## config.mk

```make
export PLATFORM = sky130hd
export DESIGN_NAME = rr_priority_encoder
export DESIGN_NICKNAME = d
export VERILOG_FILES = /design/src/rtl/prio_enc_pkg.sv /design/src/rtl/prio_enc_core.sv /design/src/rtl/rr_priority_encoder.sv
export SDC_FILE = /design/constraint.sdc
export NUM_CORES = 1
export LEC_CHECK = 0
export BUFFER_PORTS_ARGS = -buffer_cell sky130_fd_sc_hd__buf_2
export CORE_MARGIN = 1
export CORE_UTILIZATION = 42
export DETAILED_ROUTE_END_ITERATION = 8
export HOLD_SLACK_MARGIN = 0.02
export PLACE_DENSITY = 0.74
export SLEW_MARGIN = 25
export SYNTH_ARGS = -nofsm -noshare
export SYNTH_HDL_FRONTEND = slang
export SYNTH_SLANG_ARGS = --single-unit
```

## constraint.sdc

```tcl
create_clock -name clk -period 1.61 [get_ports clk]
set_clock_uncertainty 0.15 [all_clocks]
set_input_delay 0 -clock clk [delete_from_list [all_inputs] [get_ports clk]]
set_output_delay 0 -clock clk [all_outputs]
set_load 0.01 [all_outputs]
```

## src/rtl/prio_enc_pkg.sv

```systemverilog
// Shared definitions for the registered priority encoder: index-width derivation,
// legal request-width limits and the output-register state encoding.
package prio_enc_pkg;

  localparam int REQW_MIN = 2;
  localparam int REQW_MAX = 64;

  typedef enum logic {
    EMPTY = 1'b0,
    FULL  = 1'b1
  } state_e;

  function automatic int binw_f(input int n);
    return ($clog2(n) < 1) ? 1 : $clog2(n);
  endfunction

endpackage

```

## src/rtl/prio_enc_core.sv

```systemverilog
// Combinational lowest-set-index finder: req -> (bin, hit). bin is 0 when no bit is set.
module prio_enc_core
  import prio_enc_pkg::*;
#(
  parameter int REQW = 8,
  parameter int BINW = 3
) (
  input  logic [REQW-1:0] req,
  output logic [BINW-1:0] bin,
  output logic            hit
);

  // Scan from the top so the lowest set bit is the last one to win.
  always_comb begin
    bin = '0;
    hit = |req;
    for (int i = REQW - 1; i >= 0; i--) begin
      if (req[i]) bin = BINW'(i);
    end
  end

endmodule

```

## src/rtl/rr_priority_encoder.sv

```systemverilog
// Registered fixed/round-robin priority encoder with valid/ready on both sides.
// Round-robin search and its pointer exist only when RR_PRIO_ENC_RR_EN is defined.
module rr_priority_encoder
  import prio_enc_pkg::*;
#(
  parameter  int REQW = 8,
  localparam int BINW = binw_f(REQW)
) (
  input  logic            clk,
  input  logic            rst,
  input  logic            in_valid,
  output logic            in_ready,
  input  logic [REQW-1:0] req,
  input  logic            rr_mode,
  output logic            out_valid,
  input  logic            out_ready,
  output logic [BINW-1:0] bin,
  output logic [REQW-1:0] grant,
  output logic            hit
);

  state_e            state_q, state_d;
  logic [BINW-1:0]   bin_q, bin_d;
  logic [REQW-1:0]   grant_q, grant_d;
  logic              hit_q, hit_d;
  logic              accept;
  logic [BINW-1:0]   fx_bin, sel_bin;
  logic              fx_hit;

  assign out_valid = (state_q == FULL);
  assign in_ready  = !out_valid || out_ready;
  assign accept    = in_valid && in_ready;
  assign bin       = bin_q;
  assign grant     = grant_q;
  assign hit       = hit_q;

  prio_enc_core #(.REQW(REQW), .BINW(BINW)) u_core_fx (
    .req (req),
    .bin (fx_bin),
    .hit (fx_hit)
  );

`ifdef RR_PRIO_ENC_RR_EN
  logic [BINW-1:0] ptr_q, ptr_d;
  logic [REQW-1:0] ge_mask;
  logic [BINW-1:0] mk_bin;
  logic            mk_hit;
  logic [BINW:0]   ptr_inc;

  always_comb begin
    ge_mask = '0;
    for (int i = 0; i < REQW; i++) begin
      ge_mask[i] = (i >= int'(ptr_q));
    end
  end

  prio_enc_core #(.REQW(REQW), .BINW(BINW)) u_core_mk (
    .req (req & ge_mask),
    .bin (mk_bin),
    .hit (mk_hit)
  );

  // Fall back to the unmasked search when nothing sits at or above ptr (wrap-around).
  assign sel_bin = (rr_mode && mk_hit) ? mk_bin : fx_bin;
  assign ptr_inc = {1'b0, sel_bin} + (BINW+1)'(1);

  always_comb begin
    ptr_d = ptr_q;
    if (accept && fx_hit && rr_mode) begin
      ptr_d = (ptr_inc >= (BINW+1)'(REQW)) ? '0 : ptr_inc[BINW-1:0];
    end
  end

  always_ff @(posedge clk) begin
    if (rst) ptr_q <= '0;
    else     ptr_q <= ptr_d;
  end
`else
  logic unused_rr_mode;
  assign unused_rr_mode = rr_mode;
  assign sel_bin        = fx_bin;
`endif

  always_comb begin
    state_d = EMPTY;
    bin_d   = bin_q;
    grant_d = grant_q;
    hit_d   = hit_q;
    if (accept) begin
      state_d = FULL;
      bin_d   = sel_bin;
      hit_d   = fx_hit;
      grant_d = '0;
      if (fx_hit) grant_d[sel_bin] = 1'b1;
    end else if (out_valid && !out_ready) begin
      state_d = FULL;
    end
  end

  // Output register stage
  always_ff @(posedge clk) begin
    if (rst) begin
      state_q <= EMPTY;
      bin_q   <= '0;
      grant_q <= '0;
      hit_q   <= 1'b0;
    end else begin
      state_q <= state_d;
      bin_q   <= bin_d;
      grant_q <= grant_d;
      hit_q   <= hit_d;
    end
  end

endmodule

```

==> results.tsv <==
metric	value	unit
antenna_found_initial	0	
min_from	req[2]	
clock_power_share	31.1	%
fin_nets	110	
internal_power	0.475	mW
ant_nets	0	
rsz0062_at_grt	no	
gp_congestion	0.764	
critPathMaxFanout	6	
slew_headroom	74.6	%
wl	1340	µm
synth_common_cells	dfxtp_1 (13), a21oi_1 (5), nand2_1 (5), nor2_1 (4), o2bb2ai_1 (4)	
power_density	803	mW/mm²
yosysWarnings	0	
netlist.area_leader.share	47.0	%
drtIter0Drc	12	
syn_area_per_cell	9.24	µm²
numClockSinks	13	
cp_data_required_time	1.66	ns
critPathCaptureType	register	
synth.area.top_cells	dfxtp_1 (47%), o2bb2ai_1 (6.3%), a21oi_1 (4.5%)	
crit_chain	dlygate4sd3_1, buf_2, nor2_2, nand4_1, or3_1, o2bb2ai_1	
ir_drop	0.671	mV
ff2ff_path_depth	3	
dpl.hpwl	927	µm
cts.root.buffer_cell	clkbuf_4	
worstReg2RegStart	out_valid	
r2r-end	out_valid	
synth.cell_area	554	µm²
tightest_slew	0.377	ns
ys_seq_area_share	47.0	%
post-cts-setup-buffer-count	0	
p_sw_share	26.3	%
crit_type	primary input to register	
grt_pass1_vias	514	
area_growth	44.7	%
vias_per_cell	5.04	
yosysTopAreaCell	dfxtp_1	
port_buffers	25	
setup_tns	0	ns
post_drt_wl_per_cell	12.2	µm
max_freq	679	MHz
status	complete, no violations	
firstDrtPassIters	4	
seqPwrFrac	52.5	%
grt_start_max_net_pins	12	
final-hold-violation-count	0	
syn_nets	73	
combPwrFrac	16.3	%
clockBufferDepth	2	
cts_hold_buffers	9	
insertion_delay	0.27	ns
ys.flop_type	dfxtp_1	
final.setup.worst_slack	0.138	ns
crit_slowest_cell	dlygate4sd3_1	
cp-endpoint	grant[7]	
die_h	38.3	µm
startpoint	req[0]	
die-area	0.00147	mm²
rows	12	
cp_num_cells	6	
path_buf_inv	2	
ios	27	
cp_top_family	buffers and inverters	
ys_async_sr_fraction	0	%
yosysMostFrequentCell	dfxtp_1	
synthCells	60	
clkTransAtPathRegs	0.08	ns
htreeDepth	1	
maxCapViolCount	0	
initial_core_util	47.3	%
min_period	1.47	ns
synth_seq_cells	13	
dieWidth	38.3	µm
cts_made_buffers	3	
r2r_slack	0.25	ns
drive_gt1_share	36.5	%
cp_data_arrival_time	1.52	ns
grt_usage	22.2	%
finalCritPeriodShare	91.5	%
setup_violations	0	
drc	0	
core	0.00117	mm²
synth_edf_count	0	
ctsResizeCount	0	
fin_util	68.5	%
dp_slack	0.279	ns
slowest_delay	0.54	ns
grt-ovfl-total	0	
grt_pass1_wl	2180	µm
fillCellCount	106	
netSwitchingPower	0.169	mW
min_path_type	primary input to register	
cts_tree	built	
via_count	554	
synth_cell_types	25	
antennaDiodeCount	0	
maxSlewViolCount	0	
leakagePower	0.364	nW
crit_path_start_kind	primary input	
placed cells by master (no fill, tap or decap), types with 2 or more instances in the layout:
cell           Yosys  routed
nor2_2             3       3
nand2_1            5       5
dfxtp_1           13      13
a21oi_1            5       5
nor2_1             4       4
a22o_1             2       2
buf_2              1      25
dlygate4sd3_1      0       9
o21ai_0            3       3
nor3_1             2       2
o2bb2ai_1          4       4
inv_1              2       2
a211oi_1           2       2
clkbuf_4           0       3
or3_1              2       2
sequential cells by signal, indices dropped and copies added, names as in the netlist:
name,cells
bin,3
grant,8
hit,1
out_valid,1
stage by stage:
step                instance area (µm²)  hold slack [ns]  instances  total power [mW]
finish                              802           0.0316        110             0.644
global route                        802           0.0868        110             0.681
CTS                                 802           0.0390        110             0.648
detailed placement                  684            0.132         97             0.433
global placement                    684            0.122         97             0.431
floorplan                           554          -0.0206         60             0.395
per-layer routing:
metal	wire length, µm	up-vias	part of all wire [%]	track usage, %
li1	-	290	-	-
met1	636	242	47	26.3
met2	624	20	47	36.9
met3	69	2	5.2	3.49
met4	10	0	0.75	13.4
met5	0	-	0	0
kinds of logic after synthesis:
| family | synth area share [%] |
|---|---|
| flip-flops | 47.0 |
| buffers and inverters | 3.61 |
| AND/OR/NAND/NOR | 25.5 |
| AO/OA/AOI/OAI | 23.9 |
power by group through the flow:
stage | registers (mW) | logic, mW | clock network (mW)
3_3_place_gp | 0.345 | 0.0857 | 0
5_1_grt | 0.340 | 0.116 | 0.225
2_1_floorplan | 0.351 | 0.0441 | 0
6_report | 0.338 | 0.105 | 0.201
4_1_cts | 0.338 | 0.105 | 0.206
3_5_place_dp | 0.346 | 0.0877 | 0
worst min-delay path by stage:
stage | to | slack [ns] | depth (start not counted)
after floorplan | in_ready | -0.02 | 1
after global placement | out_valid | 0.12 | 3
after detailed placement | out_valid | 0.13 | 3
after CTS | hit | 0.04 | 3
after global routing | hit | 0.09 | 3
final | hit | 0.03 | 3
worst register-to-register path, stage by stage (launching register included):
cell           delay, ns
dfxtp_1             0.37
nand2b_4            0.08
a21oi_1             0.14
dlygate4sd3_1       0.56
final cells by class:
type / count / area, µm² / share of cell area, %
Inverter: 2 / 7.51 / 0.936
Tap cell: 14 / 17.5 / 2.18
Clock inverter: 1 / 5.00 / 0.624
Timing Repair Buffer: 34 / 215 / 26.8
Multi-Input combinational cell: 43 / 274 / 34.2
Clock buffer: 3 / 22.5 / 2.81
Sequential cell: 13 / 260 / 32.4
No activity file was read; power rests on OpenSTA's default activity.
